### config.mk
export PLATFORM = sky130hd
export DESIGN_NAME = alu_exec
export DESIGN_NICKNAME = d
export VERILOG_FILES = /design/src/rtl/cpu_pkg.sv /design/src/rtl/alu_mul_seq.sv /design/src/rtl/alu_exec.sv
export SDC_FILE = /design/constraint.sdc
export NUM_CORES = 1
export LEC_CHECK = 0
export ABC_AREA = 1
export BUFFER_PORTS_ARGS = -buffer_cell sky130_fd_sc_hd__buf_4
export CORE_MARGIN = 2
export CORE_UTILIZATION = 45
export CTS_CLUSTER_DIAMETER = 150
export DETAILED_ROUTE_END_ITERATION = 6
export GPL_TIMING_DRIVEN = 0
export SETUP_SLACK_MARGIN = 0.05
export SLEW_MARGIN = 25
export SYNTH_ARGS = -nofsm -noshare
export SYNTH_HDL_FRONTEND = slang
export SYNTH_SLANG_ARGS = --single-unit
### constraint.sdc
create_clock -name clk -period 3.4 [get_ports clk]
set_input_delay 0.68 -clock clk [delete_from_list [all_inputs] [get_ports clk]]
set_output_delay 0.68 -clock clk [all_outputs]
set_load 0.01 [all_outputs]
### src/rtl/cpu_pkg.sv
// Shared constants for the 16-bit CPU pipeline: widths, opcodes, flag indices, FSM states.
package cpu_pkg;
    localparam int DATA_W = 16;

    localparam logic [3:0] OP_ADD = 4'h0;
    localparam logic [3:0] OP_SUB = 4'h1;
    localparam logic [3:0] OP_AND = 4'h2;
    localparam logic [3:0] OP_OR  = 4'h3;
    localparam logic [3:0] OP_XOR = 4'h4;
    localparam logic [3:0] OP_NOT = 4'h5;
    localparam logic [3:0] OP_SHL = 4'h6;
    localparam logic [3:0] OP_SHR = 4'h7;
    localparam logic [3:0] OP_MOV = 4'h8;
    localparam logic [3:0] OP_LDI = 4'h9;
    localparam logic [3:0] OP_CMP = 4'hA;
    localparam logic [3:0] OP_MUL = 4'hB;

    localparam int FLAG_Z = 3;
    localparam int FLAG_N = 2;
    localparam int FLAG_C = 1;
    localparam int FLAG_V = 0;

    localparam logic [0:0] ST_IDLE = 1'b0;
    localparam logic [0:0] ST_MUL  = 1'b1;
endpackage

### src/rtl/alu_mul_seq.sv
// LSB-first shift-add multiplier; one iteration per clock, low DATA_W bits of the product kept.
module alu_mul_seq #(
    parameter int DATA_W = 16
) (
    input  logic              clk,
    input  logic              rst,
    input  logic              start,
    input  logic [DATA_W-1:0] a,
    input  logic [DATA_W-1:0] b,
    output logic              busy,
    output logic              done,
    output logic [DATA_W-1:0] product
);
    localparam int CW = $clog2(DATA_W);

    logic [DATA_W-1:0] mcand, mplier, acc;
    logic [CW-1:0]     cnt;

    // done and product are combinational so the caller can register the result on the last iteration edge
    assign product = mplier[0] ? acc + mcand : acc;
    assign done    = busy && (cnt == CW'(DATA_W - 1));

    always_ff @(posedge clk) begin
        if (rst) begin
            busy   <= 1'b0;
            cnt    <= '0;
            acc    <= '0;
            mcand  <= '0;
            mplier <= '0;
        end else if (busy) begin
            acc    <= product;
            mcand  <= mcand << 1;
            mplier <= mplier >> 1;
            cnt    <= cnt + 1'b1;
            if (done) busy <= 1'b0;
        end else if (start) begin
            busy   <= 1'b1;
            cnt    <= '0;
            acc    <= '0;
            mcand  <= a;
            mplier <= b;
        end
    end
endmodule

### src/rtl/alu_exec.sv
// Execute stage: single-cycle ALU ops inline, MUL delegated to the sequential multiplier.
module alu_exec
    import cpu_pkg::*;
#(
    parameter int DW = cpu_pkg::DATA_W
) (
    input  logic          clk,
    input  logic          rst,
    input  logic          en_in,
    input  logic [3:0]    op,
    input  logic [1:0]    rd,
    input  logic [DW-1:0] rd_q,
    input  logic [DW-1:0] rs_q,
    input  logic [7:0]    imm,
    output logic [DW-1:0] alu_out,
    output logic [3:0]    reg_en,
    output logic          en_out,
    output logic          busy,
    output logic [3:0]    flags
);
    logic [0:0]    state;
    logic [1:0]    cap_rd;
    logic          mul_start, mul_done;
    logic [DW-1:0] mul_prod;
    logic [DW-1:0] res;
    logic [3:0]    fl;
    logic [DW:0]   add_w, sub_w;
    logic [3:0]    sh;
    logic          shl_c, shr_c;

    assign mul_start = (state == ST_IDLE) && en_in && (op == OP_MUL);

    alu_mul_seq #(.DATA_W(DW)) u_mul (
        .clk(clk), .rst(rst), .start(mul_start), .a(rd_q), .b(rs_q),
        .busy(busy), .done(mul_done), .product(mul_prod)
    );

    assign add_w = {1'b0, rd_q} + {1'b0, rs_q};
    assign sub_w = {1'b0, rd_q} - {1'b0, rs_q};
    assign sh    = rs_q[3:0];
    // last bit shifted out; a zero shift amount shifts nothing out
    assign shl_c = (sh == 4'd0) ? 1'b0 : rd_q[5'd16 - {1'b0, sh}];
    assign shr_c = (sh == 4'd0) ? 1'b0 : rd_q[sh - 4'd1];

    always_comb begin
        res = '0;
        fl  = '0;
        case (op)
            OP_ADD: begin
                res = add_w[DW-1:0];
                fl[FLAG_C] = add_w[DW];
                fl[FLAG_V] = (rd_q[DW-1] == rs_q[DW-1]) && (res[DW-1] != rd_q[DW-1]);
            end
            OP_SUB, OP_CMP: begin
                res = sub_w[DW-1:0];
                fl[FLAG_C] = sub_w[DW];
                fl[FLAG_V] = (rd_q[DW-1] != rs_q[DW-1]) && (res[DW-1] != rd_q[DW-1]);
            end
            OP_AND: res = rd_q & rs_q;
            OP_OR:  res = rd_q | rs_q;
            OP_XOR: res = rd_q ^ rs_q;
            OP_NOT: res = ~rd_q;
            OP_SHL: begin
                res = rd_q << sh;
                fl[FLAG_C] = shl_c;
            end
            OP_SHR: begin
                res = rd_q >> sh;
                fl[FLAG_C] = shr_c;
            end
            OP_MOV: res = rs_q;
            OP_LDI: res = DW'(imm);
            default: res = '0;
        endcase
        fl[FLAG_Z] = (res == '0);
        fl[FLAG_N] = res[DW-1];
    end

    always_ff @(posedge clk) begin
        if (rst) begin
            state   <= ST_IDLE;
            cap_rd  <= '0;
            alu_out <= '0;
            reg_en  <= '0;
            en_out  <= 1'b0;
            flags   <= '0;
        end else begin
            en_out <= 1'b0;
            reg_en <= '0;
            case (state)
                ST_IDLE: if (en_in) begin
                    if (op == OP_MUL) begin
                        state  <= ST_MUL;
                        cap_rd <= rd;
                    end else begin
                        en_out <= 1'b1;
                        if (op <= OP_LDI) begin
                            alu_out <= res;
                            reg_en  <= 4'(1) << rd;
                        end
                        if (op <= OP_CMP) flags <= fl;
                    end
                end
                default: if (mul_done) begin
                    state   <= ST_IDLE;
                    alu_out <= mul_prod;
                    reg_en  <= 4'(1) << cap_rd;
                    en_out  <= 1'b1;
                    flags   <= {(mul_prod == '0), mul_prod[DW-1], 2'b00};
                end
            endcase
        end
    end
endmodule

==> results of run 1 <==
state kept, by name, summed over array words and instances (netlist names):
name / cells
alu_out: 16
u_mul.acc: 16
u_mul.mcand: 16
u_mul.mplier: 16
flags: 4
reg_en: 4
u_mul.cnt: 4
cap_rd: 2
en_out: 1
state: 1
u_mul.busy: 1
synthesized netlist by cell type, drive strengths merged:
master,count,area (um2)
xnor2,4,35.0
o221ai,4,35.0
inv,201,754
buf,31,156
o22ai,7,43.8
a21oi,81,405
ha,69,863
o211ai,15,113
o21a,3,22.5
dfxtp,81,1620
o211a,1,10.0
a21boi,1,7.51
nand3b,3,22.5
a22o,1,8.76
or2,10,62.6
a21o,2,15.0
nand2,589,2230
fa,3,60.1
o21bai,8,60.1
clkinv,1,3.75
a2bb2oi,1,8.76
mux2i,1,10.0
nor3,11,60.1
nor3b,1,7.51
o21ai,61,309
a31oi,25,156
nand4,15,93.8
nand3,220,1100
clkbuf,26,98.8
a211oi,2,15.0
and2,6,37.5
xor2,6,52.6
nor2,144,578
tightest hold or removal path: cells and delay by family (launching register included):
kind / cells / cell delay [ns]
AND/OR/NAND/NOR: 1 / 0.05
flip-flops: 1 / 0.31
AO/OA/AOI/OAI: 1 / 0.07
layer usage:
layer,wire length (um),global-route usage (%),up-vias
met5,0,0,-
met4,992,7.94,0
met3,3340,4.17,67
met2,15500,51.7,519
met1,16900,49.7,5056
li1,-,-,5430
through the flow:
stage | power [mW] | setup TNS (ns) | std cells | worst slack, ns | utilization, %
2_1_floorplan | 1.62 | 0 | 1634 | 0.464 | -
3_3_place_gp | 1.98 | -3.15 | 1972 | -0.582 | 50.7
3_5_place_dp | 1.98 | -3.19 | 1972 | -0.561 | 50.7
4_1_cts | 3.05 | 0 | 1987 | 0.220 | 52.4
5_1_grt | 3.22 | 0 | 1987 | 0.190 | 52.4
6_report | 3.07 | 0 | 1987 | 0.279 | 52.4
layout make-up:
| type | count | area share [%] |
|---|---|---|
| plain buffers | 56 | 2.47 |
| clock buffers | 11 | 2.36 |
| clock inverters | 5 | 0.841 |
| inverters | 202 | 7.41 |
| multi-input cells | 1294 | 62.6 |
| flip-flops and latches | 81 | 15.8 |
| well taps | 265 | 3.23 |
| repair buffers | 73 | 5.34 |
final timing paths:
check | slack [ns] | startpoint | cells after the start | to
worst min-delay path | 0.48 | u_mul.mplier[11] | 2 | u_mul.mplier[10]
worst min register to register | 0.48 | u_mul.mplier[11] | 2 | u_mul.mplier[10]
worst max register to register | 0.73 | u_mul.mcand[0] | 14 | flags[3]
worst max-delay path | 0.28 | rs_q[1] | 12 | flags[1]
where the power goes:
group / switching, mW / leakage (nW) / total [mW] / internal [mW]
logic: 0.690 / 4.50 / 0.997 / 0.307
clock network: 0.405 / 0.161 / 1.08 / 0.670
registers: 0.0170 / 0.657 / 0.993 / 0.976
total: 1.11 / 5.32 / 3.07 / 1.95
timing repair:
item,CTS,global route
setup endpoints to repair,2,1
buffers inserted,0,0
gates resized for setup,0,4
cloned,0,0
kinds of logic (layout without fill, tap and decap cells):
group           count (synthesis)  after routing  share of synthesized area, %
flops                          81             81                          17.9
simple gates                  999            999                          46.3
xor+xnor                       10             10                         0.967
fa+ha+maj                      72             72                          10.2
buf+inv                       259            347                          11.2
mux                             1              1                         0.111
compound gates                212            212                          13.4
==> summary.md, run 1 <==
| Metric | Value |
|---|---|
| Run status | `complete, no violations` |
| Commonest non-fill, non-tap cell in the layout | `nand2_1` |
| Vias per Instance | `5.57` |
| Sequential-to-total area share from yosys stat | `17.9%` |
| FF+latch area | `0.00162 mm2` |
| DR WL/cell | `18.4 um` |
| Period minus WS final | `3.12 ns` |
| Number of nets with antenna violations after routing | `0` |
| Syn nets | `1755` |
| Setup crit end kind | `flip-flop` |
| Grt total ovfl | `0` |
| Antenna cells | `0` |
| GRT Util Overall | `33.6%` |
| Fmax | `320 MHz` |
| Slew Viols, Final | `0` |
| Worst path cell trace | `buf_4 -> inv_2 -> clkbuf_4 -> ha_1 -> clkbuf_1 -> inv_1 -> o211ai_1 -> a21oi_1 -> o211ai_1 -> nand4_1 -> nand2_1 -> a21oi_1` |
| Final hold vios | `0` |
| Vias in the first global route | `9875` |
| Crit path max fanout | `14` |
| Vias | `11.1k` |
| Hold-fix buffers at CTS | `0` |
| Largest net degree at the start of global routing | `19` |
| Pwr dens | `299 mW/mm2` |
| Placeable Area | `0.0196 mm2` |
| Worst-Skew Late Latency | `0.34 ns` |
| Crit path max-delay cell type | `o211ai_1` |
| Row cnt | `51` |
| GPL Wtd Cong | `1.01` |
| Final #Nets | `1838` |
| Multi-input logic area | `0.00642 mm2` |
| Post-route cell area | `0.0103 mm2` |
| HPWL after detailed placement | `30100 um` |
| Area Overhead vs Synth | `13.4%` |
| CTS tree | `yes` |
| Most frequent cells in the layout | `nand2_1 (582), nand3_1 (220), inv_1 (191)` |
| # fillers | `2170` |
| Root Driver | `clkbuf_16` |
| H-Tree Depth | `3` |
| Yosys cell types | `44` |
| Family with the most delay on the worst path | `buffers and inverters` |
| Critical path type | `in2reg` |
| Hold Crit Class | `reg2reg` |
| Max-slew headroom | `48.7%` |
| Die height | `146 um` |
| Initial antenna violation count | `0` |
| DRC viols | `0` |
| Cells after synthesis | `1634` |
| I/O pins | `75` |
| CTS buffer count | `9` |
| Clock skew | `0.00833 ns` |
| Flops & latches, synth | `81` |
| Crit path largest cell delay | `0.41 ns` |
| Avg Cell Area, Syn | `5.54 um2` |
| Longest Clk Path Bufs | `2` |
| Worst Path Buf+Inv | `5` |
| Port Buffers | `73` |
| Worst vdd ir | `244 uV` |
| Critical path data arrival time | `3.32 ns` |
| Worst-Margin Slew | `0.766 ns` |
| Max cap viols | `0` |
| First-pass GRT wire length | `56600 um` |
| Leak | `5.32 nW` |
| DRT Pass-1 Iters | `6` |
| Final setup viols | `0` |
| Layout cells sized above 1 | `9.12%` |
| Routed WL | `36700 um` |
| Final Cycle Share | `91.8%` |
| Mapped cell area | `0.00906 mm2` |
| Post-DP Area | `0.00994 mm2` |
| Worst Setup Start Kind | `primary input` |
| Starting Density | `46.2%` |
| Die Area | `0.0213 mm2` |
| CTS Sinks | `81` |
| RSZ-0062 raised after global routing | `false` |
| Worst-path clk slew | `0.06 ns` |
| Ys Warns | `0` |
| Initial DRC Count | `1231` |
| Hold WS | `0.478 ns` |
| Die W | `146 um` |
| Critical Path RT | `3.60 ns` |
Note: power is estimated with default switching activity, not from simulation.
==> run 2: changes to the inputs <==
--- a/config.mk
+++ b/config.mk
@@ -16,4 +16,5 @@
 export SLEW_MARGIN = 25
 export SYNTH_ARGS = -nofsm -noshare
 export SYNTH_HDL_FRONTEND = slang
+export SYNTH_HIERARCHICAL = 1
 export SYNTH_SLANG_ARGS = --single-unit
==> summary.md, run 2 <==
| Metric | Value |
|---|---|
| Run status | `complete, no violations` |
| H-Tree Depth | `3` |
| Grt total ovfl | `0` |
| Sequential-to-total area share from yosys stat | `17.2%` |
| Max-slew headroom | `52.6%` |
| Vias | `11.4k` |
| Worst r2r src | `u_mul/mcand[0]` |
| Ys Warns | `6` |
| R2R setup slack | `0.63 ns` |
| Die height | `149 um` |
| Crit path max-delay cell type | `or2_2` |
| CTS buffer count | `9` |
| Routed WL | `38000 um` |
| Worst path cell trace | `buf_4 -> buf_2 -> inv_1 -> clkbuf_4 -> buf_6 -> ha_2 -> or2_2 -> nand2_1 -> nand2_1 -> nand3_1 -> o21ai_0 -> nor2_1 -> nand3_2 -> nor2_1 -> nand2_1 -> nor2_1 -> nand3_1 -> a21oi_1` |
| Mapped cell area | `0.00941 mm2` |
| Period minus WS final | `3.20 ns` |
| Crit path largest cell delay | `0.36 ns` |
| Placeable Area | `0.0204 mm2` |
| HPWL after detailed placement | `30800 um` |
| Syn nets | `1833` |
| Row cnt | `52` |
| DR WL/cell | `18.3 um` |
| Flops & latches, synth | `81` |
| I/O pins | `75` |
| Worst-Margin Slew | `0.710 ns` |
| Pwr dens | `278 mW/mm2` |
| Port Buffers | `74` |
| Worst setup startpoint | `rs_q[2]` |
| Antenna cells | `0` |
| Setup TNS | `0 ns` |
| Final setup viols | `0` |
| Initial antenna violation count | `0` |
| Hold WS | `0.470 ns` |
| GRT Util Overall | `34.0%` |
| Die Area | `0.0221 mm2` |
| Die W | `149 um` |
| Slew Viols, Final | `0` |
| Critical Path RT | `3.68 ns` |
| DRT Pass-1 Iters | `6` |
| EDFF count, synth | `0` |
| Vias per Instance | `5.52` |
| Clock skew | `0.00894 ns` |
| Setup crit end kind | `flip-flop` |
| Max cap viols | `0` |
| Final #Nets | `1918` |
| Starting Density | `46.2%` |
| Top_reg_cell synth | `dfxtp_1` |
| Leak | `5.81 nW` |
| RSZ-0062 raised after global routing | `false` |
| Worst Setup Start Kind | `primary input` |
| Post-DP Area | `0.0103 mm2` |
| Final hold vios | `0` |
| Async S/R FF share, synth | `0%` |
| Dominant cell type by area after synthesis | `nand2_1` |
| Post-route cell area | `0.0106 mm2` |
| Post-synth top area share | `24.4%` |
| CTS tree | `yes` |
| Commonest non-fill, non-tap cell in the layout | `nand2_1` |
| Final Cycle Share | `94.0%` |
| Hold Crit Class | `reg2reg` |
| Placed cells | `2056` |
| Reg-to-Reg End | `flags[3]` |
| Yosys cell types | `47` |
| Number of nets with antenna violations after routing | `0` |
| Worst vdd ir | `238 uV` |
| Critical path type | `in2reg` |
| First-pass GRT wire length | `57900 um` |
| Avg Cell Area, Syn | `5.49 um2` |
| Crit path max fanout | `11` |
| Most frequent cells after synthesis | `nand2_1 (612), nand3_1 (216), inv_1 (215), nor2_1 (148), a21oi_1 (95)` |
| Initial DRC Count | `1126` |
| Top post-synthesis cells by area | `nand2_1 (24%), dfxtp_1 (17%), nand3_1 (11%)` |
| GPL Wtd Cong | `1.01` |
| FF-to-FF path depth | `13` |
| Hold Crit Depth | `2` |
| DRC viols | `0` |
| Longest Clk Path Bufs | `2` |
| CTS Sinks | `81` |
| Largest net degree at the start of global routing | `16` |
| Area Overhead vs Synth | `12.7%` |
| Cells after synthesis | `1712` |
| Layout cells sized above 1 | `10.4%` |
| Critical path data arrival time | `3.48 ns` |
| Root Driver | `clkbuf_16` |
| Fmax | `313 MHz` |
| Most frequent cells in the layout | `nand2_1 (612), inv_1 (215), nand3_1 (215)` |
| Count leader, synth | `nand2_1` |
| Critical Path Sink | `flags[3]` |
| # fillers | `2247` |
| Worst-path clk slew | `0.07 ns` |
| Vias in the first global route | `10.3k` |
| Final std cells w/o fill | `2072` |
| Worst-Skew Late Latency | `0.35 ns` |
-- run 2: per-stage QoR --
step	power, mW	worst slack, ns	util (%)
final	2.94	0.203	52.1
after global routing	3.09	0.0426	52.1
after CTS	2.92	0.102	52.0
after detailed placement	2.00	-0.346	50.6
after global placement	1.99	-0.351	50.6
after floorplan	1.62	0.564	-
-- run 2: critical path, delay by kind of cell --
family	cells	cell delay [ns]
buf+inv	5	0.85
compound gates	2	0.32
fa+ha+maj	1	0.35
simple gates	10	1.29
-- run 2: routing by layer --
metal	GRT usage, %	vias to the layer above	part of all wire, %
met2	50.9	526	41
met1	51.0	5223	47
met3	4.57	64	9.7
met4	8.86	0	2.9
li1	-	5619	-
met5	0	-	0
-- run 2: cell type report --
cell class / count / area (um2) / share of cell area [%]
clock inverter: 7 / 53.8 / 0.508
multi-input combinational: 1339 / 6600 / 62.3
buffer: 65 / 353 / 3.33
inverter: 227 / 852 / 8.04
clock buffer: 9 / 225 / 2.12
tap: 270 / 338 / 3.19
sequential: 81 / 1620 / 15.3
timing repair buffer: 74 / 556 / 5.24
-- run 2: cells by family (layout without fill, tap and decap cells) --
group	after synthesis	after routing	share of synthesized area, %
compound gates	207	207	12.4
xor+xnor	10	10	0.931
fa+ha+maj	72	72	9.82
buf+inv	292	382	12.7
flops	81	81	17.2
simple gates	1050	1050	46.9
-- run 2: where the power goes --
| part | leakage [nW] | switching (mW) | internal (mW) |
|---|---|---|---|
| clock | 0.129 | 0.433 | 0.501 |
| sequential | 0.656 | 0.0155 | 0.974 |
| combinational | 5.02 | 0.705 | 0.315 |
| total | 5.81 | 1.15 | 1.79 |
-- run 2: how the worst min path moves through the flow --
stage	to	slack, ns	start
after detailed placement	alu_out[11]	0.46	alu_out[11]
after global placement	alu_out[12]	0.46	alu_out[12]
after floorplan	u_mul/mcand[0]	0.45	u_mul/mcand[0]
after global routing	alu_out[11]	0.48	alu_out[11]
after CTS	alu_out[11]	0.47	alu_out[11]
final	alu_out[11]	0.47	alu_out[11]
-- run 2: repair_timing --
action / CTS / global route
endpoints found under the hold margin: 0 / 0
hold buffers: 0 / 0
endpoints found under the setup margin: 1 / 6
resized for setup: 1 / 6
setup buffers: 0 / 0
==> run 3: changes to the inputs <==
--- a/config.mk
+++ b/config.mk
@@ -7,6 +7,7 @@
 export LEC_CHECK = 0
 export ABC_AREA = 1
 export BUFFER_PORTS_ARGS = -buffer_cell sky130_fd_sc_hd__buf_4
+export CORE_ASPECT_RATIO = 2
 export CORE_MARGIN = 2
 export CORE_UTILIZATION = 45
 export CTS_CLUSTER_DIAMETER = 150
==> summary.md, run 3 (synthesis results as in run 2) <==
| Metric | Value |
|---|---|
| Worst setup startpoint | `rs_q[2]` |
| Vias in the first global route | `11.3k` |
| Worst Setup Start Kind | `primary input` |
| Worst-Skew Late Latency | `0.35 ns` |
| Worst path cell trace | `buf_4 -> buf_2 -> inv_1 -> clkbuf_4 -> buf_4 -> ha_2 -> or2_2 -> nand2_1 -> nand2_1 -> nand3_1 -> o21ai_1 -> nor2_1 -> nand3_2 -> nor2_1 -> nand2_1 -> nor2_1 -> nand3_1 -> a21oi_1` |
| First-pass GRT wire length | `63300 um` |
| Worst-Margin Slew | `0.684 ns` |
| DRC viols | `0` |
| Placed cells | `2052` |
| Commonest non-fill, non-tap cell in the layout | `nand2_1` |
| Crit path largest cell delay | `0.37 ns` |
| I/O pins | `75` |
| Vias | `11.4k` |
| Die height | `208 um` |
| FF-to-FF path depth | `13` |
| DR WL/cell | `20.2 um` |
| Crit path max-delay cell type | `ha_2` |
| Antenna cells | `0` |
| Final core utilization | `52.1%` |
| R2R setup slack | `0.48 ns` |
| Hold Crit Class | `reg2reg` |
| Port Buffers | `74` |
| Worst-path clk slew | `0.06 ns` |
| GRT Util Overall | `38.2%` |
| Period minus WS final | `3.17 ns` |
| Fmax | `315 MHz` |
| Final setup viols | `0` |
| Post-route cell area | `0.0107 mm2` |
| Final std cells w/o fill | `2068` |
| Critical Path Sink | `flags[3]` |
| Slew Viols, Final | `0` |
| Crit path max fanout | `11` |
| Row cnt | `74` |
| Critical Path RT | `3.68 ns` |
| Root Driver | `clkbuf_16` |
| # fillers | `2285` |
| DRT Pass-1 Iters | `6` |
| Run status | `complete, no violations` |
| Placeable Area | `0.0205 mm2` |
| Pwr dens | `295 mW/mm2` |
| Worst vdd ir | `382 uV` |
| Vias per Instance | `5.53` |
| Worst r2r src | `u_mul/acc[0]` |
| Routed WL | `41700 um` |
| CTS Sinks | `81` |
| Initial DRC Count | `861` |
| Final hold vios | `0` |
| Post-DP Area | `0.0103 mm2` |
| H-Tree Depth | `3` |
| Hold-fix buffers at CTS | `0` |
| Starting Density | `46.0%` |
| CTS tree | `yes` |
| Area Overhead vs Synth | `13.4%` |
| Most frequent cells in the layout | `nand2_1 (612), inv_1 (215), nand3_1 (214)` |
| Layout cells sized above 1 | `10.4%` |
| Initial antenna violation count | `0` |
| Critical path data arrival time | `3.45 ns` |
| Max cap viols | `0` |
| Post-CTS sizing | `2` |
| Leak | `5.85 nW` |
| CTS buffer count | `9` |
| Number of nets with antenna violations after routing | `0` |
| HPWL after detailed placement | `34200 um` |
| Die Area | `0.0221 mm2` |
| Final Cycle Share | `93.3%` |
| Die W | `106 um` |
| GPL Wtd Cong | `1.04` |
| Reg-to-Reg End | `flags[3]` |
| Final #Nets | `1918` |
| Max-slew headroom | `54.2%` |
| Number of setup buffers added after CTS | `0` |
| Grt total ovfl | `0` |
| Critical path type | `in2reg` |
| RSZ-0062 raised after global routing | `false` |
| Clock skew | `0.0101 ns` |
| Largest net degree at the start of global routing | `15` |
| Setup crit end kind | `flip-flop` |
| Longest Clk Path Bufs | `2` |
[run 3: cell count changes in the layout (fill, tap and decap cells not counted), moves of 2 or more]
| cell | before | now |
|---|---|---|
| clkinvlp_4 | 3 | 0 |
| nor2_2 | 10 | 8 |
| bufinv_16 | 0 | 3 |
| clkinv_4 | 0 | 3 |
| inv_6 | 3 | 0 |
[run 3: area by class of cell]
| type | count | area, um2 | share of cell area [%] |
|---|---|---|---|
| Clock buffer | 10 | 229 | 2.15 |
| Clock inverter | 6 | 116 | 1.09 |
| Timing Repair Buffer | 74 | 556 | 5.21 |
| Sequential cell | 81 | 1620 | 15.2 |
| Buffer | 65 | 352 | 3.30 |
| Inverter | 227 | 852 | 7.99 |
| Tap cell | 266 | 333 | 3.12 |
| Multi-Input combinational cell | 1339 | 6610 | 62.0 |
[run 3: worst min-delay path by stage]
| stage | endpoint | startpoint | slack, ns | cells past startpoint |
|---|---|---|---|---|
| after floorplan | u_mul/mcand[0] | u_mul/mcand[0] | 0.45 | 2 |
| after detailed placement | alu_out[9] | alu_out[9] | 0.46 | 2 |
| after global placement | alu_out[9] | alu_out[9] | 0.46 | 2 |
| after CTS | alu_out[9] | alu_out[9] | 0.47 | 2 |
| after global routing | alu_out[13] | alu_out[13] | 0.49 | 2 |
| final | alu_out[9] | alu_out[9] | 0.47 | 2 |
[run 3: worst max-delay path, delay by kind of cell]
| kind | cells | cell delay (ns) |
|---|---|---|
| AND/OR/NAND/NOR | 10 | 1.24 |
| buffers and inverters | 5 | 0.85 |
| adder cells (fa/ha/maj) | 1 | 0.37 |
| AO/OA/AOI/OAI | 2 | 0.30 |
[run 3: layer usage]
metal	track usage, %	vias to the layer above	wire length (um)
li1	-	5616	-
met1	36.2	5173	13800
met2	69.2	464	21100
met3	5.36	180	2220
met4	34.1	0	4590
met5	0	-	0
[run 3: report_power, final]
part / internal (mW) / switching [mW] / leakage (nW)
Sequential: 0.974 / 0.0155 / 0.656
Combinational: 0.316 / 0.710 / 5.03
Clock: 0.722 / 0.407 / 0.167
Total: 2.01 / 1.13 / 5.85
[run 3: metrics by stage]
| step | hold WS (ns) | TNS [ns] | power (mW) | setup WS (ns) |
|---|---|---|---|---|
| after global placement | 0.460 | -1.79 | 2.00 | -0.470 |
| after global routing | 0.490 | 0 | 3.30 | 0.0536 |
| final | 0.468 | 0 | 3.14 | 0.229 |
| after CTS | 0.470 | 0 | 3.14 | 0.121 |
| after detailed placement | 0.460 | -1.60 | 2.00 | -0.442 |
| after floorplan | 0.452 | 0 | 1.62 | 0.564 |
